## src/rtl/fifo_pkg.sv

```systemverilog
// Shared types and elaboration helpers for the FIFO family.
package fifo_pkg;

    typedef struct packed {
        logic overflow;
        logic underflow;
    } fifo_err_t;

    function automatic int addr_w(input int depth);
        return (depth > 1) ? $clog2(depth) : 1;
    endfunction

    function automatic bit is_pow2(input int n);
        return (n > 0) && ((n & (n - 1)) == 0);
    endfunction

endpackage

```

## src/rtl/fifo_mem.sv

```systemverilog
// DEPTH x DATA_W storage with one synchronous write port and one registered read port.
module fifo_mem #(
    parameter int DATA_W = 8,
    parameter int DEPTH  = 16,
    parameter int AW     = 4
) (
    input  logic              clk,
    input  logic              rst_n,
    input  logic              clr_n,
    input  logic              we,
    input  logic [AW-1:0]     waddr,
    input  logic [DATA_W-1:0] wdata,
    input  logic              re,
    input  logic [AW-1:0]     raddr,
    output logic [DATA_W-1:0] rdata
);

    logic [DATA_W-1:0] mem_q [DEPTH];
    logic [DATA_W-1:0] rdata_d, rdata_q;

    // Storage is deliberately left unreset.
    always_ff @(posedge clk) begin
        if (we) begin
            mem_q[waddr] <= wdata;
        end
    end

    always_comb begin
        rdata_d = rdata_q;
        if (!clr_n) begin
            rdata_d = '0;
        end else if (re) begin
            rdata_d = mem_q[raddr];
        end
    end

    always_ff @(posedge clk or negedge rst_n) begin
        if (!rst_n) begin
            rdata_q <= '0;
        end else begin
            rdata_q <= rdata_d;
        end
    end

    assign rdata = rdata_q;

endmodule

```

## src/rtl/param_fifo.sv

```systemverilog
// Parametrised single-clock FIFO with occupancy count, threshold flags and sticky error flags.
module param_fifo
    import fifo_pkg::*;
#(
    parameter int DATA_W     = 8,
    parameter int DEPTH      = 16,
    parameter int AFULL_LVL  = DEPTH - 2,
    parameter int AEMPTY_LVL = 2
) (
    input  logic                     clk,
    input  logic                     FIFO_reset_n,
    input  logic                     FIFO_clr_n,
    input  logic                     push,
    input  logic [DATA_W-1:0]        data_in,
    input  logic                     pop,
    output logic [DATA_W-1:0]        data_out,
    output logic                     full,
    output logic                     empty,
    output logic                     almost_full,
    output logic                     almost_empty,
    output logic [$clog2(DEPTH):0]   count,
    output logic                     overflow,
    output logic                     underflow
);

    localparam int            AW       = addr_w(DEPTH);
    localparam int            CW       = $clog2(DEPTH) + 1;
    localparam logic [CW-1:0] DEPTH_C  = CW'(DEPTH);
    localparam logic [CW-1:0] AFULL_C  = CW'(AFULL_LVL);
    localparam logic [CW-1:0] AEMPTY_C = CW'(AEMPTY_LVL);
    localparam logic          AF_RST   = (AFULL_LVL == 0);

    if (!is_pow2(DEPTH) || DEPTH < 2) begin : g_bad_depth
        $error("param_fifo: DEPTH must be a power of 2 and >= 2");
    end
    if (!(AEMPTY_LVL < AFULL_LVL && AFULL_LVL <= DEPTH)) begin : g_bad_levels
        $error("param_fifo: need AEMPTY_LVL < AFULL_LVL <= DEPTH");
    end

    logic [AW-1:0] wr_ptr_d, wr_ptr_q, rd_ptr_d, rd_ptr_q;
    logic [CW-1:0] count_d, count_q;
    fifo_err_t     err_d, err_q;
    logic          full_d, full_q, empty_d, empty_q;
    logic          afull_d, afull_q, aempty_d, aempty_q;
    logic          push_ok, pop_ok;

    // When full, a simultaneous pop frees the slot the push lands in.
    assign push_ok = push & (~full_q | pop);
    assign pop_ok  = pop & ~empty_q;

    always_comb begin
        wr_ptr_d = wr_ptr_q;
        rd_ptr_d = rd_ptr_q;
        count_d  = count_q;
        err_d    = err_q;
        if (!FIFO_clr_n) begin
            wr_ptr_d = '0;
            rd_ptr_d = '0;
            count_d  = '0;
            err_d    = '0;
        end else begin
            if (push_ok) wr_ptr_d = wr_ptr_q + AW'(1);
            if (pop_ok)  rd_ptr_d = rd_ptr_q + AW'(1);
            case ({push_ok, pop_ok})
                2'b10:   count_d = count_q + CW'(1);
                2'b01:   count_d = count_q - CW'(1);
                default: count_d = count_q;
            endcase
            if (push && !push_ok) err_d.overflow  = 1'b1;
            if (pop && !pop_ok)   err_d.underflow = 1'b1;
        end
        // Flags are registered alongside count so they never glitch.
        full_d   = (count_d == DEPTH_C);
        empty_d  = (count_d == '0);
        afull_d  = (count_d >= AFULL_C);
        aempty_d = (count_d <= AEMPTY_C);
    end

    always_ff @(posedge clk or negedge FIFO_reset_n) begin
        if (!FIFO_reset_n) begin
            wr_ptr_q <= '0;
            rd_ptr_q <= '0;
            count_q  <= '0;
            err_q    <= '0;
            full_q   <= 1'b0;
            empty_q  <= 1'b1;
            afull_q  <= AF_RST;
            aempty_q <= 1'b1;
        end else begin
            wr_ptr_q <= wr_ptr_d;
            rd_ptr_q <= rd_ptr_d;
            count_q  <= count_d;
            err_q    <= err_d;
            full_q   <= full_d;
            empty_q  <= empty_d;
            afull_q  <= afull_d;
            aempty_q <= aempty_d;
        end
    end

    fifo_mem #(
        .DATA_W (DATA_W),
        .DEPTH  (DEPTH),
        .AW     (AW)
    ) u_mem (
        .clk   (clk),
        .rst_n (FIFO_reset_n),
        .clr_n (FIFO_clr_n),
        .we    (push_ok & FIFO_clr_n),
        .waddr (wr_ptr_q),
        .wdata (data_in),
        .re    (pop_ok & FIFO_clr_n),
        .raddr (rd_ptr_q),
        .rdata (data_out)
    );

    assign count        = count_q;
    assign full         = full_q;
    assign empty        = empty_q;
    assign almost_full  = afull_q;
    assign almost_empty = aempty_q;
    assign overflow     = err_q.overflow;
    assign underflow    = err_q.underflow;

endmodule

```

## config.mk

```make
export PLATFORM = sky130hd
export DESIGN_NAME = param_fifo
export DESIGN_NICKNAME = d
export VERILOG_FILES = /design/src/rtl/fifo_pkg.sv /design/src/rtl/fifo_mem.sv /design/src/rtl/param_fifo.sv
export SDC_FILE = /design/constraint.sdc
export NUM_CORES = 1
export LEC_CHECK = 0
export ABC_AREA = 1
export ABC_CLOCK_PERIOD_IN_PS = 2500
export BUFFER_PORTS_ARGS = -buffer_cell sky130_fd_sc_hd__buf_2
export CORE_AREA = 2 2 112 158
export DETAILED_ROUTE_END_ITERATION = 16
export DIE_AREA = 0 0 114 160
export GPL_TIMING_DRIVEN = 0
export PLACE_DENSITY_LB_ADDON = 0.05
export SLEW_MARGIN = 30
export SYNTH_ARGS = -nofsm -noshare
export SYNTH_HDL_FRONTEND = slang
export SYNTH_SLANG_ARGS = --single-unit
```

## constraint.sdc

```tcl
create_clock -name clk -period 2.5 [get_ports clk]
set_input_delay 0.125 -clock clk [delete_from_list [all_inputs] [get_ports clk]]
set_output_delay 0.125 -clock clk [all_outputs]
set_load 0.01 [all_outputs]
```

* After elaboration in Yosys (flattened, before gate mapping)
Memories as Yosys holds them, arrays and structs flattened.
Index checks and enable logic that the tools add are counted.
** Storage, ports and cells
- Input bits :: 13
- Word-level logic and storage cells :: 50
- Memories kept :: 1
- Register bits after elaboration :: 27
- Output and inout bits :: 19
- Memory bits (writable) :: 128
** Cells by class
- Bitwise gates (word level) :: 7
- Magnitude comparators :: 2
- Reductions and logical operators :: 5
- $add $sub $neg :: 4
- Multiplexer cells :: 13
- Eq/ne operators :: 8
** Memories
- u_mem.mem_q :: depth 16, bits a word 8, read ports 1, clocked after memory_dff 0, wr ports 1, line fifo_mem.sv:18 : logic [DATA_W-1:0] mem_q [DEPTH];
** Operators by type and width (count)
- $mux 4 :: 4
- $mux 8 :: 2
- $ne 2x1->1 const B :: 5
- $pmux 5 s2 :: 1
- $add 4x1->4 const B :: 2
- $add 5x1->5 const B :: 1
- $eq 5x5->1 const B :: 1
- $ge 5x4->1 const B :: 1
- $le 5x2->1 const B :: 1
- $logic_not 5->1 :: 1
- $mux 5 :: 1
- $sub 5x1->5 const B :: 1
- $and 1x1->1 :: 4
- $mux 1 :: 4
- $eq 2x1->1 const B :: 1
- $eq 2x2->1 const B :: 1
- $logic_and 1x1->1 :: 2
- $logic_not 1->1 :: 2
- $mux 2 :: 1
- $not 1->1 :: 2
- $or 1x1->1 :: 1

* Longest topological paths before layout
- Word-level depth :: 7
- Gate-level depth with buffers :: 17
- Gate-level depth less buffers :: 17

* Cells and area by module
From an unflattened synthesis, not the netlist that was laid out.
** Second synthesis, totals
- Cells, all modules :: 713
- Area, all modules :: 6977.9 um^2
** By module, submodules not included
- fifo_mem :: times used 1, cells an instance 579, area each 5914.4 um^2, sequential area each 4043.9 um^2
- param_fifo :: times used 1, cells an instance 134, area each 1063.5 um^2, sequential area each 478.0 um^2

* Least setup slack after synthesis
Ideal clock, no wire load.
- Path kind :: register -> register
- From :: register full_q, in the netlist full
- To :: memory u_mem.mem_q[8][0] (enable)
- Data arrival time :: 1.674 ns
- Library setup time :: 0.395 ns
- Period minus slack after synthesis :: 2.068 ns
- Cell stages (with the launch flop) :: 6
- Path slack :: 0.432 ns
- Cell sequence :: dfrtp_1 > nand2_1 > nand2_1 > nor2_1 > inv_1 > nor4_1
** On the way
- Longest elaborated chain between the ends :: 6
** Ends and longest elaborated chain
- start, declared :: line param_fifo.sv:43 : logic full_d, full_q, empty_d, empty_q;
- start signal, assigned :: line param_fifo.sv:94 : full_q <= full_d;
- $not 1->1 :: line param_fifo.sv:48 : assign push_ok = push & (~full_q | pop);
- $or 1x1->1 :: line param_fifo.sv:48
- $and 1x1->1 :: line param_fifo.sv:48
- $and 1x1->1 :: line param_fifo.sv:109 : .we (push_ok & FIFO_clr_n),
- $mux 1 :: line fifo_mem.sv:23 : if (we) begin
- $mux 1 (not written as such) :: line fifo_mem.sv:24 : mem_q[waddr] <= wdata;
- end, declared :: line fifo_mem.sv:18
Every way passes these cells.

* Final worst setup path
- From :: input port pop
- To :: register aempty_q, in the netlist almost_empty
** On the way
- Longest elaborated chain between the ends :: 6
- Elaborated cells on any way between the ends :: 8
** Ends and longest elaborated chain
- start, declared :: line param_fifo.sv:15 : input logic pop,
- $or 1x1->1 :: line param_fifo.sv:48
- $and 1x1->1 :: line param_fifo.sv:48
- $eq 2x1->1 or $eq 2x2->1 (tied branches) :: line param_fifo.sv:64 : case ({push_ok, pop_ok})
- $pmux 5 s2 (*) :: line param_fifo.sv:64
- $mux 5 (*) :: line param_fifo.sv:56 : if (!FIFO_clr_n) begin
- $le 5x2->1 (*) :: line param_fifo.sv:76 : aempty_d = (count_d <= AEMPTY_C);
- via aempty_d :: line param_fifo.sv:44 : logic afull_d, afull_q, aempty_d, aempty_q;
- end signal, assigned :: line param_fifo.sv:97 : aempty_q <= aempty_d;
- end, declared :: line param_fifo.sv:44
The timed path passes the listed nets; every way through them passes the cells marked *.
A chain may end at the register's enable or synchronous reset.

==> impl_metrics.yaml <==
critical_path:
  cp.arrival_ps: 2610
  crit_path_end_kind: "flip-flop"
  cp-start-kind: "input port"
  crit_type: "input port to flip-flop"
  critPathRequiredTime_ps: 2860
  cp_max_fo: 8
worst_hold_path:
  hold_class: "input port to flip-flop"
layout:
  nNetsFinal: 667
  drive_gt1_share_pct: 18.7
  final_common_cell: "edfxtp_1"
  nFillCells: 1614
  synthToLayoutAreaGrowth_pct: 16.0
  finalCoreUtilization_pct: 45.3
  n_antenna_cell: 0
  postLayoutCellArea_um2: 7690
  layout_common_cells: "edfxtp_1, nor2_1, nand2_1"
detailed_routing:
  ant_nets: 0
  drt-initial-drc-count: 277
  via_count: 4446
  wl_per_cell_um: 20.1
  drc: 0
  routed_wl_um: 17400
  first_pass_iters: 5
  viasPerCell: 5.14
clock_tree:
  cts_setup_buffers: 0
  cts_max_path_buffers: 2
  cts_tree: "built"
  clock-sinks: 155
  insertion_delay_ps: 430
  cts-root-buf: "clkbuf_16"
  clkTransAtPathRegs_ps: 60
  h-tree-depth: 4
  cts_buffers: 17
die:
  ios: 32
  die-area_um2: 18200
  die-width_um: 114
  start_util_pct: 39.1
  core_um2: 17000
  die_h_um: 160
  rows: 57
pwr:
  leakage_uw: 0.00295
  ir_drop_v: 0.000468
  powerDensity_nw_per_um2: 890
synthesis:
  synth_seq_area_share_pct: 68.2
  syn_area_um2: 6630
  ys_seq_elements: 155
  synth.avg_cell_area_um2: 11.3
  synth_nets: 610
  syn_inst: 589
  ys_warn_count: 0
  yosysUniqueCellTypes: 30
global_routing:
  grt_pass1_wl_um: 26800
  overflow: 0
  grtUsageTotal_pct: 20.2
  grt_pass1_vias: 4559
  grt_max_degree: 28
  antenna_found_initial: 0
place:
  dpl_cell_area_um2: 7090
  dp_hpwl_um: 12600
  dpl_worst_slack_ps: 93.8
  gp_congestion: 0.834
  port_buffers: 31
sta:
  slew_headroom_pct: 38.6
  setup_violations: 0
  fin_tns_setup_ps: 0
  rsz0062_at_grt: "false"
  hold_viol: 0
  layout_setup_ws_ps: 248
  layout_min_cycle_time_ps: 2250
  period_share_pct: 90.1
  whs_ps: 28.2
  drv_slew: 0
  skew_ps: 13.2
  max_freq_mhz: 444
  tightest_slew_ps: 918
run_status:
  status: "finished clean"
flow_run:
  max_cap_viol_count: 0
-- cell usage after synthesis --
library cell / instances / area share [%]
nor2_4: 1 / 0.17
nor4_4: 1 / 0.32
or2_1: 2 / 0.19
nor2_2: 5 / 0.47
edfxtp_1: 128 / 58
inv_4: 1 / 0.094
o211ai_1: 23 / 2.6
a21oi_1: 10 / 0.75
buf_2: 11 / 0.83
dfstp_2: 2 / 0.79
nor4_1: 3 / 0.28
nand3_2: 3 / 0.45
inv_2: 9 / 0.51
nand3_1: 34 / 2.6
nand2_2: 6 / 0.57
inv_1: 27 / 1.5
o21ai_0: 45 / 3.4
buf_8: 2 / 0.45
o21ai_1: 21 / 1.6
nor3_1: 2 / 0.15
nand4_1: 2 / 0.19
buf_6: 2 / 0.34
clkbuf_1: 3 / 0.17
xor2_1: 1 / 0.13
nand2_1: 83 / 4.7
nor2_1: 120 / 6.8
ha_1: 8 / 1.5
dfrtp_1: 25 / 9.4
buf_4: 8 / 0.91
o211ai_2: 1 / 0.19
-- metal layers --
| layer | global-route usage (%) | routed length (µm) | vias up |
|---|---|---|---|
| li1 | - | - | 2157 |
| met1 | 24.1 | 7190 | 2148 |
| met2 | 35.5 | 9130 | 124 |
| met3 | 3.95 | 579 | 17 |
| met4 | 8.43 | 527 | 0 |
| met5 | 0 | 0 | - |
-- layout make-up --
cell class | count | area (µm²) | share of cell area, %
buffer | 26 | 179 | 2.33
clock buffer | 20 | 437 | 5.68
clock inverter | 12 | 124 | 1.61
inverter | 37 | 141 | 1.84
multi-input combinational | 371 | 1820 | 23.7
sequential | 155 | 4520 | 58.8
tap | 206 | 258 | 3.35
timing repair buffer | 38 | 210 | 2.73
-- sequential cells by signal (all words and copies together) (netlist names) --
signal,flops
rd_ptr_q,4
full,1
underflow,1
u_mem.mem_q,128
empty,1
wr_ptr_q,4
almost_empty,1
overflow,1
count,5
u_mem.rdata,8
almost_full,1
-- worst max-delay path, stage by stage --
cell,delay [ps]
dlygate4sd3_1,530
buf_2,130
inv_1,90
nand2_1,70
nand2_2,190
ha_2,310
nand2_1,80
inv_2,80
nor2_4,40
ha_1,170
inv_1,60
nand2_1,70
nand3_1,130
nand2_1,70
nand2_1,70
nand3_2,60
nand2_2,120
nand2_1,110
nor2_2,90
-- repair_timing --
item | CTS | global route
endpoints found under the hold margin | 27 | 0
gates resized for setup | 0 | 2
setup endpoints to repair | 0 | 5
hold buffers | 3 | 0
-- metrics by stage --
stage | total power (µW) | instances
global route | 7170 | 865
CTS | 6910 | 865
detailed placement | 4430 | 830
finish | 6840 | 865
floorplan | 3950 | 589
global placement | 4420 | 826
-- path summary, 6_finish.rpt --
kind	startpoint	endpoint	slack, ps	depth (start not counted)
worst min register to register	u_mem.rdata[3]	u_mem.rdata[3]	480	2
worst max-delay path	pop	almost_empty	250	19
worst max register to register	empty	almost_empty	290	15
worst min-delay path	FIFO_clr_n	underflow	30	3
min in group asynchronous	FIFO_reset_n	u_mem.rdata[4]	240	2
max in group asynchronous	FIFO_reset_n	count[0]	1850	2
-- power by group --
group	internal [µW]	total, µW	switching [µW]
sequential	2920	3000	73.5
combinational	457	1370	908
clock	1460	2480	1020
-- kinds of logic (layout without fill, tap and decap cells) --
kind of cell | Yosys count | in the layout | share of synthesized area (%)
AO/OA/AOI/OAI | 100 | 100 | 8.53
XOR/XNOR | 1 | 1 | 0.132
adder cells (fa/ha/maj) | 8 | 8 | 1.51
buffers and inverters | 63 | 133 | 4.83
flip-flops | 155 | 155 | 68.2
AND/OR/NAND/NOR | 262 | 262 | 16.8
No activity file was read; power rests on OpenSTA's default activity.
